$ cat src/rtl/montgomery_form_converter.sv
// Converts a plain operand x into Montgomery form x*2^k mod M using a bit-serial
// reduce-then-scale shift/subtract datapath.
module montgomery_form_converter #(
  parameter int unsigned DATA_LENGTH = 64
) (
  input  logic                   clk_i,
  input  logic                   rst_i,
  input  logic                   start_i,
  input  logic [DATA_LENGTH-1:0] x_i,
  input  logic [DATA_LENGTH-1:0] m_i,
  input  logic [DATA_LENGTH-1:0] m_bl_i,
  output logic                   busy_o,
  output logic [DATA_LENGTH-1:0] result_o,
  output logic                   valid_o,
  output logic                   error_o
);

  localparam int unsigned ACC_W = DATA_LENGTH + 1;
  localparam int unsigned CNT_W = $clog2(DATA_LENGTH + 1);

  typedef enum logic [1:0] {S_IDLE, S_REDUCE, S_SCALE, S_DONE} state_t;

  state_t                 state_q, state_d;
  logic [DATA_LENGTH-1:0] x_q, x_d;
  logic [ACC_W-1:0]       m_q, m_d;
  logic [ACC_W-1:0]       acc_q, acc_d;
  logic [CNT_W-1:0]       k_q, k_d;
  logic [CNT_W-1:0]       cnt_q, cnt_d;
  logic                   err_q, err_d;
  logic [DATA_LENGTH-1:0] result_q, result_d;
  logic                   error_q, error_d;
  logic                   valid_q, valid_d;
  logic                   busy_q, busy_d;

  logic                   operands_ok_c;
  logic                   shift_in_c;
  logic [ACC_W-1:0]       acc_shift_c;
  logic [ACC_W-1:0]       acc_red_c;

  // Odd modulus >= 3 whose bit length k lies in 1..DATA_LENGTH and covers M.
  assign operands_ok_c = (m_i >= DATA_LENGTH'(3)) && m_i[0] &&
                         (m_bl_i != '0) && (m_bl_i <= DATA_LENGTH'(DATA_LENGTH)) &&
                         ((m_i >> m_bl_i) == '0);

  // One doubling step; acc < M before the step keeps a single subtraction sufficient.
  assign shift_in_c  = (state_q == S_REDUCE) ? x_q[DATA_LENGTH-1] : 1'b0;
  assign acc_shift_c = (acc_q << 1) | ACC_W'(shift_in_c);
  assign acc_red_c   = (acc_shift_c >= m_q) ? (acc_shift_c - m_q) : acc_shift_c;

  always_ff @(posedge clk_i) begin
    if (rst_i) begin
      state_q  <= S_IDLE;
      x_q      <= '0;
      m_q      <= '0;
      acc_q    <= '0;
      k_q      <= '0;
      cnt_q    <= '0;
      err_q    <= 1'b0;
      result_q <= '0;
      error_q  <= 1'b0;
      valid_q  <= 1'b0;
      busy_q   <= 1'b0;
    end else begin
      state_q  <= state_d;
      x_q      <= x_d;
      m_q      <= m_d;
      acc_q    <= acc_d;
      k_q      <= k_d;
      cnt_q    <= cnt_d;
      err_q    <= err_d;
      result_q <= result_d;
      error_q  <= error_d;
      valid_q  <= valid_d;
      busy_q   <= busy_d;
    end
  end

  always_comb begin
    state_d  = state_q;
    x_d      = x_q;
    m_d      = m_q;
    acc_d    = acc_q;
    k_d      = k_q;
    cnt_d    = cnt_q;
    err_d    = err_q;
    result_d = result_q;
    error_d  = error_q;
    valid_d  = 1'b0;

    unique case (state_q)
      S_IDLE: begin
        if (start_i) begin
          x_d   = x_i;
          m_d   = {1'b0, m_i};
          k_d   = CNT_W'(m_bl_i);
          acc_d = '0;
          cnt_d = '0;
          err_d = !operands_ok_c;
          state_d = operands_ok_c ? S_REDUCE : S_DONE;
        end
      end
      S_REDUCE: begin
        acc_d = acc_red_c;
        x_d   = {x_q[DATA_LENGTH-2:0], 1'b0};
        cnt_d = cnt_q + CNT_W'(1);
        if (cnt_q == CNT_W'(DATA_LENGTH - 1)) begin
          cnt_d   = '0;
          state_d = S_SCALE;
        end
      end
      S_SCALE: begin
        acc_d = acc_red_c;
        cnt_d = cnt_q + CNT_W'(1);
        if (cnt_q == (k_q - CNT_W'(1))) begin
          cnt_d   = '0;
          state_d = S_DONE;
        end
      end
      S_DONE: begin
        valid_d  = 1'b1;
        result_d = err_q ? '0 : acc_q[DATA_LENGTH-1:0];
        error_d  = err_q;
        state_d  = S_IDLE;
      end
      default: state_d = S_IDLE;
    endcase

    busy_d = (state_d != S_IDLE);
  end

  assign busy_o   = busy_q;
  assign result_o = result_q;
  assign valid_o  = valid_q;
  assign error_o  = error_q;

endmodule

$ cat config.mk
export PLATFORM = sky130hd
export DESIGN_NAME = montgomery_form_converter
export DESIGN_NICKNAME = d
export VERILOG_FILES = /design/src/rtl/montgomery_form_converter.sv
export SDC_FILE = /design/constraint.sdc
export NUM_CORES = 1
export LEC_CHECK = 0
export ABC_CLOCK_PERIOD_IN_PS = 12300
export CAP_MARGIN = 10
export CORE_ASPECT_RATIO = 1.75
export CORE_UTILIZATION = 45
export DETAILED_ROUTE_END_ITERATION = 16
export GPL_TIMING_DRIVEN = 0
export PLACE_DENSITY = 0.8
export SLEW_MARGIN = 20
export SYNTH_ARGS = -nofsm -noshare
export SYNTH_HDL_FRONTEND = slang
export SYNTH_SLANG_ARGS = --single-unit
$ cat constraint.sdc
create_clock -name clk_i -period 12.3 [get_ports clk_i]
set_clock_uncertainty 0.15 [all_clocks]
set_input_delay 1.845 -clock clk_i [delete_from_list [all_inputs] [get_ports clk_i]]
set_output_delay 1.845 -clock clk_i [all_outputs]
set_load 0.1 [all_outputs]
==> key figures <==
Timing
  • Worst slew pin tran: 1170 ps
  • Total negative slack: 0 ps
  • Highest clock rate: 145 MHz
  • Fin. max-slew vios: 0
  • Worst slew margin: 21.5%
  • Period utilization: 56.1%
  • Final setup fails: 0
  • Final Hold Fails: 0
  • RSZ-0062 raised after global routing: no
  • Minimum clock period: 6900 ps

Placed design
  • GPL Wtd Cong: 1.01
  • IO Port Bufs: 255
  • Detailed Place HPWL: 62.9 mm

Worst hold path
  • Hold Crit Depth: 2
  • Hold Path Class: reg -> reg
  • Min-delay src: m_q[62]$_SDFFE_PP0P_
  • Hold EP: m_q[62]$_SDFFE_PP0P_

Routing
  • WL/cell: 24.0 µm
  • Top layer in use: met5
  • Met3 wire len: 4.13 mm
  • DRC violations left: 0
  • Via/cell ratio: 6.13
  • Antenna-violating nets left: 0
  • Met2 wire len: 40.3 mm
  • Routed via count: 20000
  • WL final: 78.3 mm
  • M1 WL: 26.7 mm
  • Initial DRC count: 1589
  • DR pass1 iterations: 8

Yosys
  • Synth warnings: 0
  • Dominant synthesized flop cell: dfxtp_1
  • Area contributors post-synth: dfxtp_1 (29%), mux2i_1 (7.2%), mux4_2 (7.0%)
  • Area share of the largest cell type after synthesis: 28.9%
  • #FFs+latches synth: 276
  • Number of enable flip-flop cells after synthesis: 0
  • Cell taking the most area after synthesis: dfxtp_1
  • Sequential fraction of the synthesis area: 28.9%
  • Post-synth ARST share: 0%
  • Gate Count Post-Synth: 2407
  • Post-Synthesis Cell Area: 19100 µm²
  • Average cell area after synthesis: 7.93 µm²
  • Netlist cell types: 73
  • Syn Nets: 2673

Clock network
  • Post_cts resized: 0
  • CTS tree: done
  • H-tree depth: 1
  • Worst-Skew Late Latency: 580 ps
  • Clock Tree Root: clkbuf_16
  • Worst-path clk slew: 60 ps
  • Inserted Clock Buffers: 27
  • Post-CTS Hold Buffers: 0
  • Maximum clock insertion buffer count: 3
  • Clock sink total: 276
  • Post-CTS Setup Bufs: 0

Layout
  • Nets: 2958
  • Reg area: 5530 µm²
  • Area Growth Syn to Fin: 21.6%
  • Fill cell count: 3940
  • Share of cells above drive strength 1: 5.46%
  • Area of the multi-input gates: 12500 µm²

GRT
  • Vias in the first global route: 20100
  • First-pass GRT wire length: 116 mm
  • Total grt overflow: 0
  • Initial antenna violation count: 1
  • GRT Total Usage: 35.8%
  • Largest net degree at the start of global routing: 15

Flow run
  • MaxCap Viol Count: 0

Floorplanning
  • Number of placed I/O pins: 262
  • Die Footprint: 43300 µm²
  • Cell row count: 99
  • Die height: 275 µm
  • CORE AREA: 41700 µm²
  • Starting density of the core: 45.7%
  • Die Span X: 158 µm

Critical path
  • Crit path arrival time: 7210 ps
  • Worst R2R Start: state_q[1]$_SDFF_PP0_
  • Reg-to-Reg End: acc_q[57]$_SDFFE_PP0P_
  • Worst setup SP type: flip-flop
  • Req. time, crit path: 12610 ps
  • CP max FO: 10
  • Setup slack, reg-to-reg: 5400 ps
  • Kind of critical path: reg -> reg
  • Crit. End Element: flip-flop
  • FF-to-FF path depth: 20

Power
  • Power Density: 222 nW/µm²
  • Static Leak: 9.11 nW
  • Maximum vdd drop: 141 µV
  • Total Power: 0.00515 W

Status
  • Status: complete, no violations
==> stage by stage <==
stage	worst slack [ps]	util [%]	cell area [µm²]	hold WS [ps]	cells
after CTS	5540	55.6	23200	305	3267
after detailed placement	5590	53.6	22400	297	3218
after floorplan	7380	-	19100	286	2407
after global placement	5660	53.5	22300	297	3217
after global routing	5160	55.6	23200	325	3267
final	5400	55.6	23200	306	3268
==> Yosys cell counts (6+ instances only) <==
master,number
o22ai_1,7
mux2_2,7
ha_1,70
a211o_1,8
buf_1,20
a32oi_1,13
o221ai_1,7
or4_1,6
a211oi_1,99
o21ai_0,136
inv_1,101
nor3b_1,7
o2111ai_1,6
a31oi_1,17
buf_2,21
a21oi_1,256
nor2_1,208
nand2_1,290
a22o_1,37
o211ai_1,6
xnor2_1,37
nor3_1,39
nor4_1,35
nand4_1,21
xor2_1,30
mux4_2,59
and4_1,7
o21bai_1,15
and2_1,12
and3_1,8
o31ai_1,8
a41oi_1,6
nor2b_1,95
nand3_1,30
clkbuf_1,129
a21o_1,48
dfxtp_1,276
nand2b_1,18
mux2i_1,137
==> layer usage <==
metal  track usage [%]  up-vias
met5                 0        -
met4              29.9        2
met3              3.98      330
met2              65.2      915
li1                  -     9270
met1              36.0     9522
==> how the worst max path moves through the flow <==
| stage | from | to | slack (ps) | cells past startpoint |
|---|---|---|---|---|
| global route | state_q[1]$_SDFF_PP0_ | acc_q[53]$_SDFFE_PP0P_ | 5160 | 20 |
| global placement | m_bl_i[1] | busy_o$_SDFF_PP0_ | 5660 | 14 |
| finish | state_q[1]$_SDFF_PP0_ | acc_q[57]$_SDFFE_PP0P_ | 5400 | 20 |
| detailed placement | state_q[1]$_SDFF_PP0_ | acc_q[53]$_SDFFE_PP0P_ | 5590 | 20 |
| CTS | state_q[1]$_SDFF_PP0_ | acc_q[53]$_SDFFE_PP0P_ | 5540 | 20 |
| floorplan | m_bl_i[0] | busy_o$_SDFF_PP0_ | 7380 | 13 |
==> power by group <==
group	internal (W)	switching (W)	leakage, nW
combinational	0.00112	0.00198	6.44
sequential	0.00109	0.000146	2.25
clock	0.000435	0.000369	0.416
total	0.00265	0.00250	9.11
==> cell usage in the layout (no fill, tap or decap), types with 35 or more instances in the layout <==
master	netlist	final
clkbuf_1	129	137
inv_1	101	101
mux2i_1	137	137
a211oi_1	99	99
nor4_1	35	35
clkdlybuf4s50_1	0	255
nor2_1	208	208
a21o_1	48	48
nor3_1	39	37
a22o_1	37	37
xnor2_1	37	37
ha_1	70	70
nand2_1	290	290
nor2b_1	95	95
a21oi_1	256	256
mux4_2	59	59
o21ai_0	136	136
dfxtp_1	276	276
==> worst max-delay path: stages, from the launching register on <==
cell and delay, ps:
dfxtp_1 340, inv_1 110, ha_1 150, clkbuf_1 330, buf_1 560, buf_1 600
nand2_1 120, ha_1 230, nor2b_1 220, o31ai_1 150, a211o_1 300, a21oi_1 230
o22ai_1 340, or4_1 580, o21ai_1 370, a31oi_1 570, clkbuf_1 430, clkbuf_1 470
nand2_1 210, o21ai_0 100, a22o_1 220
==> layout make-up <==
class	instances	area share [%]
Inverter	102	1.65
Clock buffer	39	3.28
Clock inverter	10	0.372
Sequential cell	276	23.8
Timing Repair Buffer	256	11.0
Tap cell	555	2.99
Buffer	176	3.09
Antenna cell	1	0.0108
Multi-Input combinational cell	1853	53.8
==> cells by family after synthesis <==
kind of cell / synth area share, %
and+or+nand+nor: 19.4
AOI/OAI and AO/OA: 23.6
buffers and inverters: 5.76
DFF: 28.9
muxes: 14.6
adders and majority gates: 4.69
xor gates and xnor gates: 3.07
==> state kept, by name, summed over array words and instances, names as in the netlist <==
register and count:
state_q 2, busy_o 1, err_q 1, error_o 1, valid_o 1, acc_q 64, cnt_q 7, m_q 64
k_q 7, result_o 64, x_q 64
Power figures use the tool's default switching activity.
==> patch (same flow settings) <==
Make the reset (`rst_i`) asynchronous in one clocked block.
--- a/src/rtl/montgomery_form_converter.sv
+++ b/src/rtl/montgomery_form_converter.sv
@@ -47,7 +47,7 @@
   assign acc_shift_c = (acc_q << 1) | ACC_W'(shift_in_c);
   assign acc_red_c   = (acc_shift_c >= m_q) ? (acc_shift_c - m_q) : acc_shift_c;
 
-  always_ff @(posedge clk_i) begin
+  always_ff @(posedge clk_i or posedge rst_i) begin
     if (rst_i) begin
       state_q  <= S_IDLE;
       x_q      <= '0;
Formal check against the unedited RTL: differs if rst_i is asserted again (counterexample within 4 cycles, from zero or initial values and one cycle with rst_i high); with rst_i held inactive, the same outputs for 10 cycles.
==> patch against the unedited design <==
Cell area grew 2.9%. Largest cell class unchanged. Register-to-register slack gained 850 ps. Wire length grew 0.86%. Worst hold slack gained 21 ps. Non-clock buffer count shrank 32. Sequential cell count is the same. Worst setup slack gained 340 ps. Die area grew 2.1%. Sequential power grew 6%. Area after synthesis grew 2.1%. Largest power group unchanged. Total power shrank 12%.
==> patch: results (changes against the unedited design) <==
** Routing
- Average wire length per cell after detail routing :: 25.0 um (+4.4%)
- The count of routing violations after the opening detailed-route iteration came to 1,209 (-24%).
- The total routed wirelength came to 79,000 um (+0.86%).
- The routed via count is 19,200 (-4.4%).

** Synthesis
- Count of unique library cells instantiated by Yosys :: 83 (+14%)
- Total nets after synthesis :: 2,559 (-4.3%)
- Instance count of the mapped netlist :: 2,293 (-4.7%)
- In the post-synthesis netlist, the biggest area contributors are dfrtp_1 35%, mux2i_1 8.4%, nand2_1 7.0%.
- Fraction of registers with async set or reset after synthesis :: 1.00 (+1.00)
- In the synthesized netlist, the cells that appear most often are 363 x nand2_1, 276 x dfrtp_1, 225 x o21ai_0, 163 x mux2i_1, 159 x inv_1.
- Most common flop cell mapped by yosys :: dfrtp_1
- The post-synthesis sequential area ratio is 0.354 (+0.0649).

** Hold path
- In this run the worst hold path is classified as register to register.
- The cell count of the worst hold path came to 2 (unchanged).
- The worst hold path begins at x_q[46]$_DFFE_PP0P_.
- Terminating pin of the worst hold path :: x_q[46]$_DFFE_PP0P_

** Worst setup path
- The top fanout value on the critical path is 10 (unchanged).
- Worst reg2reg path depth :: 17 (-15%)
- WP data arrival :: 6870 ps (-340 ps)
- In this run the critical register-to-register path is launched from state_q[1]$_DFF_PP0_.
- The register-to-register setup slack was 6250 ps (+850 ps).
- The endpoint identified for the worst register-to-register timing path is acc_q[59]$_DFFE_PP0P_.

** Clocking
- The number of clock buffers inserted by TritonCTS is 27 (unchanged).
- The level count of the clock H-tree came to 1 (unchanged).
- Clock edge transition at the registers on the reported setup and hold paths :: 70 ps
- Clock root buffer :: clkbuf_16
- Number of gates given a new drive strength after cts :: 0 (unchanged)

** Cells and area
- Fraction of final layout cells with drive strength greater than 1 :: 0.0636 (+0.00901)
- The number of diodes was 0 (-1).
- Final #Nets :: 2,841 (-4.0%)
- The total of fill cells in the finished design is 3,810 (-3.3%).

** Timing
- The worst hold slack across all endpoints was 327 ps (+21.5 ps).
- The slew at the pin closest to its max-slew limit is 1280 ps (+110 ps).
- The final critical delay including setup and external delays is 6570 ps (-337 ps).

** Placed design
- The cell count after placement was 3,107 (-3.4%).
- The weighted congestion at the end of routability-driven global placement is 1.09 (+7.2%).
- PortBufs :: 250 (-2.0%)
- The half-perimeter wire length of the detailed placement result was 61,500 um (-2.3%).

** Global route
- The overall fraction of global-route tracks in use was 0.356 (-0.00147).
- Number of antenna violations at the first check in global routing :: 2 (+1)
- The via count of the first global-routing pass came to 19,900 (-1.2%).
- The maximum number of pins on one net before global-route repair is 112 (+97).
- The wire length of the first global-routing pass came to 119,000 um (+2.7%).

** Outcome
- Status :: complete, no violations

** Power
- The standby leakage power is 0.00982 uW (+7.9%).
- The maximum vdd ir drop came to 0.205 mV (+45%).
[patch: worst max-delay path by stage]
stage                         start                   end  depth (start not counted)
final                     m_bl_i[2]      busy_o$_DFF_PP0_                         13
after global routing      m_bl_i[2]      busy_o$_DFF_PP0_                         13
after CTS                 m_bl_i[3]      busy_o$_DFF_PP0_                         13
after detailed placement  m_bl_i[3]      busy_o$_DFF_PP0_                         13
after global placement        rst_i   m_q[33]$_DFFE_PP0P_                          2
after floorplan               rst_i  acc_q[0]$_DFFE_PP0P_                          1
[patch: area by class of cell]
class	instances	area (sq um)	share of cell area
Buffer	147	628	0.0263
Clock buffer	28	689	0.0289
Clock inverter	21	414	0.0173
Inverter	161	612	0.0256
Multi-Input combinational cell	1709	11400	0.476
Sequential cell	276	6910	0.289
Tap cell	561	702	0.0294
Timing Repair Buffer	253	2560	0.107
[patch: metal layers]
layer	vias up	global-route usage	wire, um
met5	-	0	0
met4	0	0.303	7710
met3	313	0.0504	4640
met2	839	0.637	39800
met1	9292	0.364	26900
li1	8720	-	-
[patch: logic make-up after synthesis]
group,share of synthesized area
AO/OA/AOI/OAI,0.191
XOR/XNOR,0.0332
adder cells (fa/ha/maj),0.0459
buffers and inverters,0.0632
flip-flops,0.354
multiplexers,0.144
AND/OR/NAND/NOR,0.168
[patch: power by group]
| part | internal (uW) | leakage [uW] | switching (uW) |
|---|---|---|---|
| clock network | 628 | 0.000534 | 397 |
| logic | 766 | 0.00567 | 1450 |
| registers | 1160 | 0.00362 | 145 |
[patch: per-stage QoR]
stage / setup slack (ps) / cell area [sq um]
after floorplan: 2700 / 19500
after global placement: -336 / 22700
after detailed placement: 5490 / 22800
after CTS: 6080 / 23900
after global routing: 5790 / 23900
final: 5730 / 23900
[patch: worst max-delay path, cell delays in order]
cell and delay (ps):
buf_2 150, inv_2 140, buf_2 400, clkbuf_1 850, clkbuf_1 790, o21ai_0 510
o21ai_0 330, nand4_1 460, a221o_1 460, o21a_1 180, nor4_1 420, o21a_2 240
o21bai_1 80
